## config.mk

```make
export PLATFORM = sky130hd
export DESIGN_NAME = booth_divider_top
export DESIGN_NICKNAME = d
export VERILOG_FILES = /design/src/rtl/divider_pkg.sv /design/src/rtl/div_restore_step.sv /design/src/rtl/booth_divider_top.sv
export SDC_FILE = /design/constraint.sdc
export NUM_CORES = 1
export LEC_CHECK = 0
export BUFFER_PORTS_ARGS = -buffer_cell sky130_fd_sc_hd__buf_2
export CORE_ASPECT_RATIO = 0.5
export CORE_UTILIZATION = 45
export DETAILED_ROUTE_END_ITERATION = 7
export PLACE_DENSITY = 0.6
export SKIP_CTS_REPAIR_TIMING = 1
export SLEW_MARGIN = 20
export SYNTH_ARGS = -nofsm -noshare
export SYNTH_HDL_FRONTEND = slang
export SYNTH_HIERARCHICAL = 1
export SYNTH_SLANG_ARGS = --single-unit
export TNS_END_PERCENT = 5
```

## constraint.sdc

```tcl
create_clock -name clk -period 3.6 [get_ports clk]
set_clock_uncertainty 0.2 [all_clocks]
set_input_delay 0.18 -clock clk [delete_from_list [all_inputs] [get_ports clk]]
set_output_delay 0.18 -clock clk [all_outputs]
set_load 0.005 [all_outputs]
```

## src/rtl/divider_pkg.sv

```systemverilog
// Shared types and helpers for the sequential signed divider.
package divider_pkg;

    localparam int unsigned DIV_WIDTH_DEFAULT = 8;

    typedef enum logic [2:0] {
        IDLE,
        LOAD_Q,
        CHECK,
        ITER,
        FIX,
        OUT_Q,
        OUT_R
    } div_state_t;

    // Magnitude of a sign-extended operand; callers truncate to their width.
    function automatic logic [31:0] abs_mag(input logic signed [31:0] v);
        return v[31] ? unsigned'(-v) : unsigned'(v);
    endfunction

endpackage

```

## src/rtl/div_restore_step.sv

```systemverilog
// One restoring-division iteration: shift {A,Q} left, trial-subtract |M|, set quotient bit.
module div_restore_step #(
    parameter int unsigned WIDTH = 8
) (
    input  logic [WIDTH:0]   a,
    input  logic [WIDTH-1:0] q,
    input  logic [WIDTH-1:0] m,
    output logic [WIDTH:0]   a_next,
    output logic [WIDTH-1:0] q_next
);

    logic [WIDTH+1:0] ext;
    logic             take;

    always_comb begin
        ext    = {a, q[WIDTH-1]};
        take   = (ext >= (WIDTH+2)'(m));
        a_next = take ? (WIDTH+1)'(ext - (WIDTH+2)'(m)) : ext[WIDTH:0];
        q_next = {q[WIDTH-2:0], take};
    end

endmodule

```

## src/rtl/booth_divider_top.sv

```systemverilog
// Sequential signed divider on the shared 8-bit operand/result bus protocol.
// Optional div0 flag port enabled by defining DIVIDER_DIV0_FLAG_EN.
module booth_divider_top
    import divider_pkg::*;
#(
    parameter int unsigned WIDTH = DIV_WIDTH_DEFAULT
) (
    input  logic             clk,
    input  logic             rst_n,
    input  logic             enable,
    input  logic [WIDTH-1:0] inbus,
    output logic             done,
    output logic [WIDTH-1:0] outbus
`ifdef DIVIDER_DIV0_FLAG_EN
    ,
    output logic             div0
`endif
);

    localparam int unsigned CNT_W = $clog2(WIDTH) + 1;

    div_state_t       state, state_next;
    logic [WIDTH-1:0] m_reg, q_reg, quo, rem;
    logic [WIDTH:0]   a_reg;
    logic [CNT_W-1:0] cnt;
    logic             sign_q, sign_r;
    logic [WIDTH:0]   a_step_c;
    logic [WIDTH-1:0] q_step_c;
    logic [WIDTH-1:0] outbus_c;
    logic             done_c;
`ifdef DIVIDER_DIV0_FLAG_EN
    logic             m_zero;
    logic             div0_c;
`endif

    div_restore_step #(.WIDTH(WIDTH)) u_step (
        .a      (a_reg),
        .q      (q_reg),
        .m      (m_reg),
        .a_next (a_step_c),
        .q_next (q_step_c)
    );

    // State register
    always_ff @(posedge clk or negedge rst_n) begin
        if (!rst_n) state <= IDLE;
        else        state <= state_next;
    end

    // Next-state logic
    always_comb begin
        state_next = state;
        case (state)
            IDLE:    if (enable) state_next = LOAD_Q;
            LOAD_Q:  state_next = CHECK;
            CHECK:   state_next = (m_reg == '0) ? OUT_Q : ITER;
            ITER:    if (cnt == CNT_W'(WIDTH - 1)) state_next = FIX;
            FIX:     state_next = OUT_Q;
            OUT_Q:   state_next = OUT_R;
            OUT_R:   state_next = IDLE;
            default: state_next = IDLE;
        endcase
    end

    // Output decode; registered below so results appear one cycle after the state
    always_comb begin
        outbus_c = '0;
        done_c   = 1'b0;
        case (state)
            OUT_Q: outbus_c = quo;
            OUT_R: begin
                outbus_c = rem;
                done_c   = 1'b1;
            end
            default: ;
        endcase
`ifdef DIVIDER_DIV0_FLAG_EN
        div0_c = m_zero && ((state == OUT_Q) || (state == OUT_R));
`endif
    end

    // Datapath and registered outputs
    always_ff @(posedge clk or negedge rst_n) begin
        if (!rst_n) begin
            m_reg  <= '0;
            q_reg  <= '0;
            a_reg  <= '0;
            cnt    <= '0;
            sign_q <= 1'b0;
            sign_r <= 1'b0;
            quo    <= '0;
            rem    <= '0;
            outbus <= '0;
            done   <= 1'b0;
`ifdef DIVIDER_DIV0_FLAG_EN
            m_zero <= 1'b0;
            div0   <= 1'b0;
`endif
        end else begin
            case (state)
                IDLE:   if (enable) m_reg <= inbus;
                LOAD_Q: q_reg <= inbus;
                CHECK: begin
`ifdef DIVIDER_DIV0_FLAG_EN
                    m_zero <= (m_reg == '0);
`endif
                    if (m_reg == '0) begin
                        quo <= '1;
                        rem <= q_reg;
                    end else begin
                        sign_q <= q_reg[WIDTH-1] ^ m_reg[WIDTH-1];
                        sign_r <= q_reg[WIDTH-1];
                        q_reg  <= WIDTH'(abs_mag(32'($signed(q_reg))));
                        m_reg  <= WIDTH'(abs_mag(32'($signed(m_reg))));
                        a_reg  <= '0;
                        cnt    <= '0;
                    end
                end
                ITER: begin
                    a_reg <= a_step_c;
                    q_reg <= q_step_c;
                    cnt   <= cnt + CNT_W'(1);
                end
                FIX: begin
                    quo <= sign_q ? WIDTH'(-q_reg) : q_reg;
                    rem <= sign_r ? WIDTH'(-a_reg[WIDTH-1:0]) : a_reg[WIDTH-1:0];
                end
                default: ;
            endcase
            outbus <= outbus_c;
            done   <= done_c;
`ifdef DIVIDER_DIV0_FLAG_EN
            div0   <= div0_c;
`endif
        end
    end

endmodule

```

==> results of run 1 <==
[through the flow]
stage / setup WS, ns / instance area, um2
4_1_cts: 0.5351 / 4140
3_5_place_dp: 0.5523 / 3845
5_1_grt: 0.2780 / 4180
2_1_floorplan: 1.077 / 3752
6_report: 0.5182 / 4180
3_3_place_gp: 0.6651 / 3845
[worst register-to-register path: stages, from the launching register on]
cell	delay [ns]
dfrtp_1	0.51
inv_1	0.15
ha_1	0.18
inv_1	0.05
fa_1	0.40
nand3_1	0.14
a21oi_1	0.13
nor4b_4	0.52
buf_4	0.23
inv_1	0.06
and3_1	0.16
a21oi_1	0.12
o21ai_0	0.10
[cells by family after synthesis]
group / synth area share (%)
AND/OR/NAND/NOR: 18.77
AO/OA/AOI/OAI: 23.44
flip-flops: 39.35
buffers and inverters: 6.602
XOR/XNOR: 4.201
adder cells (fa/ha/maj): 4.868
multiplexers: 2.768
[per-layer routing]
layer / GRT usage [%] / part of all wire, %
met5: 0 / 0
met4: 5.000 / 0.70
met3: 5.403 / 4.3
met2: 36.70 / 45
met1: 31.63 / 50
[Yosys cell counts, types with 2 or more instances]
master     count  share of area, %
nand2b_1       6               1.0
a32oi_1        2              0.47
a2bb2oi_1      8               1.9
clkbuf_1      14               1.4
a22oi_1       10               2.0
nor2b_1       16               2.7
nand3_1        6              0.80
nor3b_1        3              0.60
nor2_1        26               2.6
a21oi_1       26               3.5
ha_1          13               4.3
mux2i_1        7               1.9
buf_2          6              0.80
nand4b_1       2              0.47
o21ai_0       34               4.5
nand2_2        2              0.33
a21o_1         3              0.60
and2_1         2              0.33
o21ai_1        2              0.27
xnor2_1        5               1.2
a21boi_0       2              0.40
xor2_1        13               3.0
buf_6          3              0.90
dfrtp_1       59                39
a22o_2        10               2.7
a211oi_1       5               1.0
nor3_1         7              0.93
nand3b_1       2              0.40
and3_1         8               1.3
mux2_2         3              0.90
nand4_1        3              0.50
buf_4          8               1.6
o311a_1        2              0.53
nand2_1       39               3.9
o211ai_1       2              0.40
o31ai_1        7               1.4
a221oi_1       2              0.47
inv_1         18               1.8
[layout make-up]
type | count | area [um2] | share of cell area, %
Multi-Input combinational cell | 300 | 2028 | 48.52
Sequential cell | 59 | 1476 | 35.32
Clock buffer | 11 | 242.7 | 5.807
Timing Repair Buffer | 28 | 172.7 | 4.131
Tap cell | 112 | 140.1 | 3.352
Inverter | 18 | 67.56 | 1.616
Clock inverter | 5 | 52.55 | 1.257
[power groups by stage]
| stage | sequential [mW] | clock (mW) | combinational, mW |
|---|---|---|---|
| after floorplan | 1.11 | 0 | 1.77 |
| after global placement | 1.31 | 0 | 1.91 |
| after detailed placement | 1.32 | 0 | 1.97 |
| after CTS | 1.31 | 0.850 | 1.98 |
| after global routing | 1.36 | 0.887 | 2.24 |
| final | 1.32 | 0.841 | 1.99 |
[worst min-delay path by stage]
stage,startpoint,endpoint,slack [ns],depth (start not counted)
finish,inbus[1],q_reg[1]$_DFFE_PN0P_,0.02,3
global route,inbus[5],q_reg[5]$_DFFE_PN0P_,0.03,3
CTS,rst_n,outbus[2]$_DFF_PN0_,-0.17,1
detailed placement,rst_n,outbus[2]$_DFF_PN0_,0.18,1
global placement,rst_n,outbus[7]$_DFF_PN0_,0.16,1
floorplan,rst_n,a_reg[0]$_DFFE_PN0P_,-0.32,0
==> flow_metrics.env, run 1 <==
export IMPL_grt_util_all_layers_pct=22.96
export IMPL_setup_viol_count_final=0
export IMPL_syn_area_mm2=0.003752
export IMPL_setup_tns_ns=0
export IMPL_slew_headroom_pct=36.49
export IMPL_worst_r2r_setup_slack_ns=0.52
export IMPL_cap_violations=0
export IMPL_synth_fp_nets=434
export IMPL_rr_worst_depth=12
export IMPL_largest_reg_flops=9
export IMPL_internal_power_mw=2.377
export IMPL_cts_root_buffer="clkbuf_16"
export IMPL_setup_worst_path_class="reg -> reg"
export IMPL_clock_sinks=59
export IMPL_timing_rr_start="q_reg[7]$_DFFE_PN0P_"
export IMPL_firstDrtPassIters=5
export IMPL_rsz0062_at_grt="no"
export IMPL_stdcell_count=533
export IMPL_start_util_pct=46.74
export IMPL_cts_tree="done"
export IMPL_drive_gt1_share_pct=15.68
export IMPL_p_sw_share_pct=42.76
export IMPL_rr_endpoint="q_reg[0]$_DFFE_PN0P_"
export IMPL_power_mw=4.153
export IMPL_wl_per_cell_um=17.38
export IMPL_pin_count=20
export IMPL_cp_endpoint="q_reg[0]$_DFFE_PN0P_"
export IMPL_hp_class="in -> reg"
export IMPL_initialDrtViolationCount=187
export IMPL_synth_async_sr_flop_share_pct=100.0
export IMPL_via_per_inst=5.730
export IMPL_ys_seq_area_share_pct=39.35
export IMPL_ys_flop_type="dfrtp_1"
export IMPL_die_w_um=131.1
export IMPL_place_gp_congestion=0.8659
export IMPL_worst_slew_pin_slew_ns=0.9526
export IMPL_hold_viol_final=0
export IMPL_power_switching_mw=1.776
export IMPL_syn_to_final_growth_pct=11.40
export IMPL_avgSynthCellArea_um2=9.174
export IMPL_die_h_um=66.57
export IMPL_fin_crit_sh_pct=85.60
export IMPL_fin_crit_ns=3.082
export IMPL_required_ns=3.59
export IMPL_power_density_mw_per_mm2=993.5
export IMPL_drv_slew=0
export IMPL_final_cell_mix="dfrtp_1, nand2_1, o21ai_0, nor2_1, a21oi_1"
export IMPL_layout_commonest_cell="dfrtp_1"
export IMPL_pwr_share_comb_pct=48.0
export IMPL_grt_max_degree=43
export IMPL_crit_slowest_cell="nor4b_4"
export IMPL_crit_buf_inv=4
export IMPL_ys_warn_count=6
export IMPL_holdWs_ns=0.02415
export IMPL_cp_depth=12
export IMPL_critPathTopFamily="simple AND/OR/NAND/NOR gates"
export IMPL_max_vdd_ir_drop_mv=0.2719
export IMPL_hpwl_um=6802
export IMPL_core_area_mm2=0.008029
export IMPL_overflow=0
export IMPL_wirelength_um=9263
export IMPL_port_buffers=19
export IMPL_clockBufferDepth=2
export IMPL_p_leak_nw=1.874
export IMPL_grt_pass1_wl_um=15450
export IMPL_crit_path_start="q_reg[7]$_DFFE_PN0P_"
export IMPL_seq_power_share_pct=31.7
export IMPL_cp_slowest_stage_delay_ns=0.52
export IMPL_antenna_found_initial=0
export IMPL_diodes=0
export IMPL_drc_errors=0
export IMPL_die_area_mm2=0.008730
export IMPL_crit_chain="inv_1 > ha_1 > inv_1 > fa_1 > nand3_1 > a21oi_1 > nor4b_4 > buf_4 > inv_1 > and3_1 > a21oi_1 > o21ai_0"
export IMPL_finalCoreUtilization_pct=52.06
export IMPL_cp_common_cell="inv_1"
export IMPL_rows=23
export IMPL_max_freq_ghz=0.3245
export IMPL_placedCellCount=513
export IMPL_grt_pass1_vias=2980
export IMPL_clkLatencyLatePin_ns=0.33
export IMPL_critPathLaunchType="register"
export IMPL_dr_total_vias=3054
export IMPL_crit_arrival_ns=3.07
export IMPL_synthCells=409
export IMPL_power_frac_clock_pct=20.3
export IMPL_clk_pin_slew_ns=0.05
export IMPL_outcome="completed"
export IMPL_layout_nets=441
export IMPL_cts_buffers=9
export IMPL_synth_edf_count=0
export IMPL_filler_cell_count=734
export IMPL_cp_max_fo=13
export IMPL_ant_nets=0
export IMPL_synth_distinct_cells=61
export IMPL_ys_ff_latch=59
export IMPL_htreeDepth=3
export IMPL_worst_setup_path_end_kind="register"
No activity file was read; power rests on OpenSTA's default activity.
==> run 2: changes to the inputs <==
--- a/config.mk
+++ b/config.mk
@@ -5,7 +5,7 @@
 export SDC_FILE = /design/constraint.sdc
 export NUM_CORES = 1
 export LEC_CHECK = 0
-export BUFFER_PORTS_ARGS = -buffer_cell sky130_fd_sc_hd__buf_2
+export BUFFER_PORTS_ARGS = -buffer_cell sky130_fd_sc_hd__clkbuf_2
 export CORE_ASPECT_RATIO = 0.5
 export CORE_UTILIZATION = 45
 export DETAILED_ROUTE_END_ITERATION = 7
==> run 2 against run 1 <==
  * Critical path depth fell by 3
  * Combinational power shrank 3%
  * Cell count down 0.19%
  * Critical path type unchanged
  * Clock power increased by 4.0%
  * Core utilization rose by 0.062 points
  * Critical endpoint is now a_reg[1]$_DFFE_PN0P_
  * Count of clock-buffer cells in the layout rose by 4
==> flow_metrics.env, run 2 (same netlist as run 1, synthesis figures left out) <==
export IMPL_cts_buffers=9
export IMPL_setup_viol_count_final=0
export IMPL_die_h_um=66.57
export IMPL_overflow=0
export IMPL_cts_root_buffer="clkbuf_16"
export IMPL_place_gp_congestion=0.8676
export IMPL_rows=23
export IMPL_hp_class="in -> reg"
export IMPL_crit_arrival_ns=3.24
export IMPL_internal_power_mw=2.407
export IMPL_rr_endpoint="a_reg[1]$_DFFE_PN0P_"
export IMPL_slew_headroom_pct=45.75
export IMPL_dr_total_vias=3044
export IMPL_largest_reg_flops=9
export IMPL_final_cell_mix="dfrtp_1, nand2_1, o21ai_0, nor2_1, a21oi_1"
export IMPL_seq_power_share_pct=32.2
export IMPL_fin_crit_sh_pct=89.36
export IMPL_grt_max_degree=39
export IMPL_worstHoldStart="inbus[4]"
export IMPL_clkLatencyLatePin_ns=0.33
export IMPL_cp_slowest_stage_delay_ns=0.69
export IMPL_core_area_mm2=0.008029
export IMPL_start_util_pct=46.74
export IMPL_drive_gt1_share_pct=15.00
export IMPL_hpwl_um=6549
export IMPL_cp_max_fo=14
export IMPL_crit_buf_inv=2
export IMPL_max_freq_ghz=0.3108
export IMPL_clockBufferDepth=2
export IMPL_drv_slew=0
export IMPL_timing_rr_start="q_reg[7]$_DFFE_PN0P_"
export IMPL_grt_util_all_layers_pct=22.75
export IMPL_rr_worst_depth=9
export IMPL_crit_slowest_cell="nor4b_4"
export IMPL_max_vdd_ir_drop_mv=0.4240
export IMPL_diodes=0
export IMPL_critPathLaunchType="register"
export IMPL_hold_viol_final=0
export IMPL_port_buffers=19
export IMPL_ant_nets=0
export IMPL_initialDrtViolationCount=244
export IMPL_worst_slew_pin_slew_ns=0.8137
export IMPL_critPathTopFamily="simple AND/OR/NAND/NOR gates"
export IMPL_setup_tns_ns=0
export IMPL_grt_pass1_wl_um=15080
export IMPL_layout_nets=440
export IMPL_crit_chain="inv_1 > ha_1 > inv_1 > fa_1 > nand3_1 > a21oi_1 > nor4b_4 > mux2_2 > a22o_2"
export IMPL_firstDrtPassIters=4
export IMPL_syn_to_final_growth_pct=11.54
export IMPL_power_switching_mw=1.729
export IMPL_drc_errors=0
export IMPL_p_sw_share_pct=41.80
export IMPL_power_frac_clock_pct=21.2
export IMPL_pwr_share_comb_pct=46.6
export IMPL_worst_r2r_setup_slack_ns=0.38
export IMPL_outcome="completed"
export IMPL_hold_end="q_reg[4]$_DFFE_PN0P_"
export IMPL_via_per_inst=5.722
export IMPL_die_w_um=131.1
export IMPL_p_leak_nw=1.868
export IMPL_cp_common_cell="inv_1"
export IMPL_worst_setup_path_end_kind="register"
export IMPL_layout_commonest_cell="dfrtp_1"
export IMPL_rsz0062_at_grt="no"
export IMPL_cts_tree="done"
export IMPL_clock_sinks=59
export IMPL_antenna_found_initial=0
export IMPL_pin_count=20
export IMPL_worstHoldPathCells=3
export IMPL_required_ns=3.62
export IMPL_cap_violations=0
export IMPL_filler_cell_count=739
export IMPL_htreeDepth=3
export IMPL_power_density_mw_per_mm2=988.2
export IMPL_grt_pass1_vias=2972
export IMPL_wirelength_um=9032
export IMPL_wl_per_cell_um=16.98
export IMPL_die_area_mm2=0.008730
export IMPL_clk_pin_slew_ns=0.05
export IMPL_power_mw=4.136
export IMPL_fin_crit_ns=3.217
export IMPL_setup_worst_path_class="reg -> reg"
==> run 2: cell count changes in the layout (fill, tap and decap cells not counted), sizes merged <==
cell      delta
buf         -20
clkinv       -3
clkbuf      +23
clkinvlp     -1
==> run 2: worst min-delay path: stages <==
cell and delay, ns:
clkbuf_2 0.11, a211oi_1 0.07, o21ai_0 0.13
==> run 2: power groups by stage <==
stage	logic [mW]	registers, mW	clock network, mW
6_report	1.93	1.33	0.875
5_1_grt	2.16	1.38	0.929
4_1_cts	1.93	1.33	0.888
3_5_place_dp	1.92	1.33	0
3_3_place_gp	1.86	1.32	0
2_1_floorplan	1.77	1.11	0
==> run 2: worst max-delay path by stage <==
stage                     cells past startpoint            startpoint                   end
after global placement                        9  q_reg[7]$_DFFE_PN0P_  a_reg[1]$_DFFE_PN0P_
after floorplan                               9  q_reg[7]$_DFFE_PN0P_  a_reg[1]$_DFFE_PN0P_
final                                         9  q_reg[7]$_DFFE_PN0P_  a_reg[1]$_DFFE_PN0P_
after CTS                                     9  q_reg[7]$_DFFE_PN0P_  a_reg[1]$_DFFE_PN0P_
after global routing                          9  q_reg[7]$_DFFE_PN0P_  a_reg[1]$_DFFE_PN0P_
after detailed placement                      9  q_reg[7]$_DFFE_PN0P_  a_reg[1]$_DFFE_PN0P_
==> run 2: cell type report <==
cell class,instances,area (um2),share of cell area (%)
clock buffer,15,277.8,6.637
clock inverter,1,30.03,0.7175
inverter,18,67.56,1.614
multi-input combinational,300,2028,48.46
sequential,59,1476,35.28
tap,112,140.1,3.348
timing repair buffer,27,165.2,3.946
==> run 2: layer usage <==
layer	track usage, %	part of all wire (%)
met1	29.40	49
met2	37.57	45
met3	7.078	4.5
met4	5.147	0.92
met5	0	0
==> run 2: metrics by stage <==
| stage | cell area, um2 | util, % | setup WS, ns | hold WS (ns) | std cells |
|---|---|---|---|---|---|
| after floorplan | 3752 | - | 1.077 | -0.3156 | 409 |
| after global placement | 3837 | 47.79 | 0.4918 | -0.002852 | 512 |
| after detailed placement | 3837 | 47.79 | 0.4169 | -0.001594 | 512 |
| after CTS | 4145 | 51.63 | 0.4038 | -0.3556 | 528 |
| after global routing | 4185 | 52.13 | 0.2081 | 0.01417 | 532 |
| final | 4185 | 52.13 | 0.3829 | 0.001924 | 532 |
==> run 3: changes to the inputs <==
--- a/config.mk
+++ b/config.mk
@@ -6,10 +6,10 @@
 export NUM_CORES = 1
 export LEC_CHECK = 0
 export BUFFER_PORTS_ARGS = -buffer_cell sky130_fd_sc_hd__clkbuf_2
-export CORE_ASPECT_RATIO = 0.5
-export CORE_UTILIZATION = 45
+export CORE_ASPECT_RATIO = 1.25
+export CORE_UTILIZATION = 28
 export DETAILED_ROUTE_END_ITERATION = 7
-export PLACE_DENSITY = 0.6
+export PLACE_DENSITY = 0.41
 export SKIP_CTS_REPAIR_TIMING = 1
 export SLEW_MARGIN = 20
 export SYNTH_ARGS = -nofsm -noshare
==> run 3 against run 2 <==
  * The flow now finishes with violations (hold timing)
  * Clock power rose by 3.5%
  * Non-clock buffer count rose by 5
  * First-iteration DRC count fell by 56%
  * Final area rose by 2.8%
  * Worst setup slack improved by 0.32 ns
  * Wire length rose by 13%
  * Sequential power barely moved
  * Global-route usage fell by 7.2 points
==> flow_metrics.env, run 3 (same netlist as run 1, synthesis figures left out) <==
export IMPL_power_frac_clock_pct=21.4
export IMPL_clock_sinks=59
export IMPL_worst_slew_pin_slew_ns=0.7587
export IMPL_die_area_mm2=0.01387
export IMPL_filler_cell_count=1371
export IMPL_overflow=0
export IMPL_htreeDepth=3
export IMPL_clk_pin_slew_ns=0.06
export IMPL_cp_max_fo=13
export IMPL_worst_r2r_setup_slack_ns=0.70
export IMPL_final_cell_mix="dfrtp_1, nand2_1, o21ai_0, nor2_1, a21oi_1"
export IMPL_grt_max_degree=43
export IMPL_clockBufferDepth=2
export IMPL_crit_chain="inv_1 > ha_1 > inv_1 > fa_1 > nand3_1 > a21oi_1 > nor4b_4 > mux2_2 > a22o_2"
export IMPL_pwr_share_comb_pct=47.7
export IMPL_drv_slew=0
export IMPL_wirelength_um=10170
export IMPL_via_per_inst=5.061
export IMPL_start_util_pct=29.11
export IMPL_dr_total_vias=2996
export IMPL_ant_nets=0
export IMPL_power_density_mw_per_mm2=984.4
export IMPL_seq_power_share_pct=30.9
export IMPL_multi_input_area_mm2=0.002028
export IMPL_hold_viol_final=1
export IMPL_clkLatencyLatePin_ns=0.34
export IMPL_setup_worst_path_class="reg -> reg"
export IMPL_hp_class="in -> reg"
export IMPL_antenna_found_initial=0
export IMPL_finalCoreUtilization_pct=33.37
export IMPL_firstDrtPassIters=4
export IMPL_worst_setup_path_end_kind="register"
export IMPL_cts_root_buffer="clkbuf_16"
export IMPL_pin_count=20
export IMPL_cp_slowest_stage_delay_ns=0.52
export IMPL_seq_area_mm2=0.001476
export IMPL_die_h_um=131.4
export IMPL_cts_tree="done"
export IMPL_power_switching_mw=1.784
export IMPL_hpwl_um=7494
export IMPL_grt_pass1_vias=2960
export IMPL_critPathLaunchType="register"
export IMPL_slew_headroom_pct=49.32
export IMPL_diodes=0
export IMPL_layout_commonest_cell="dfrtp_1"
export IMPL_die_w_um=105.5
export IMPL_rsz0062_at_grt="no"
export IMPL_largest_reg_flops=9
export IMPL_max_vdd_ir_drop_mv=0.3389
export IMPL_grt_util_all_layers_pct=15.56
export IMPL_failed_checks="hold timing"
export IMPL_place_gp_congestion=0.7669
export IMPL_setup_viol_count_final=0
export IMPL_crit_arrival_ns=2.92
export IMPL_grt_pass1_wl_um=16510
export IMPL_p_leak_nw=1.897
export IMPL_rows=46
export IMPL_initialDrtViolationCount=108
export IMPL_cp_common_cell="inv_1"
export IMPL_max_freq_ghz=0.3451
export IMPL_layout_nets=445
export IMPL_outcome="finished, violations left"
export IMPL_port_buffers=19
export IMPL_required_ns=3.62
export IMPL_crit_slowest_cell="dfrtp_1"
export IMPL_holdWs_ns=-0.01067
export IMPL_crit_buf_inv=2
export IMPL_cts_buffers=9
export IMPL_core_area_mm2=0.01289
export IMPL_fin_crit_sh_pct=80.50
export IMPL_internal_power_mw=2.450
export IMPL_wl_per_cell_um=17.18
export IMPL_p_sw_share_pct=42.14
export IMPL_drc_errors=0
export IMPL_syn_to_final_growth_pct=14.64
export IMPL_fin_crit_ns=2.898
export IMPL_critPathTopFamily="adder cells"
export IMPL_setup_tns_ns=0
export IMPL_drive_gt1_share_pct=16.04
export IMPL_cap_violations=0
run 3: cell types whose count changed in the layout (fill, tap and decap cells not counted), sizes merged:
cell         before  now
buf               4    8
dlygate4sd3       4    5
clkbuf           34   33
run 3: stage by stage:
step                      worst slack (ns)  instances  area, um2  total power [mW]
final                               0.7022        592       4302             4.235
after global placement              0.7659        572       3938             3.331
after global routing                0.4908        592       4302             4.603
after floorplan                      1.077        409       3752             2.880
after CTS                           0.6944        587       4252             4.278
after detailed placement            0.7322        572       3938             3.349
run 3: layer usage:
| layer | GRT usage [%] | part of all wire, % | routed length [um] |
|---|---|---|---|
| met5 | 0 | 0 | 0 |
| met4 | 5.478 | 2.0 | 207 |
| met3 | 3.026 | 3.4 | 346 |
| met2 | 25.55 | 50 | 5037 |
| met1 | 20.28 | 45 | 4581 |
run 3: layout make-up:
cell class              count  share of cell area (%)
flip-flops and latches     59                   34.32
multi-input cells         300                   47.15
inverters                  18                   1.571
repair buffers             32                   4.770
clock buffers              14                   6.603
well taps                 168                   4.887
clock inverters             1                  0.6981
run 3: power groups by stage:
stage	logic [mW]	clock network, mW	registers [mW]
floorplan	1.77	0	1.11
finish	2.02	0.906	1.31
detailed placement	2.02	0	1.33
global placement	2.00	0	1.33
CTS	2.04	0.925	1.32
global route	2.29	0.956	1.36
run 3: final timing paths:
kind	startpoint	cells past startpoint	to
worst max-delay path	q_reg[7]$_DFFE_PN0P_	9	a_reg[1]$_DFFE_PN0P_
worst min-delay path	inbus[3]	3	m_reg[3]$_DFFE_PN0P_
worst max register to register	q_reg[7]$_DFFE_PN0P_	9	a_reg[1]$_DFFE_PN0P_
worst min register to register	rem[1]$_DFFE_PN0P_	2	rem[1]$_DFFE_PN0P_
max in group asynchronous	rst_n	3	m_reg[4]$_DFFE_PN0P_
min in group asynchronous	rst_n	2	outbus[1]$_DFF_PN0_
run 3: worst reg2reg max path, cell delays in order (launching register included):
cell     delay (ns)
dfrtp_1        0.52
inv_1          0.15
ha_1           0.16
inv_1          0.05
fa_1           0.40
nand3_1        0.14
a21oi_1        0.12
nor4b_4        0.41
mux2_2         0.38
a22o_2         0.23
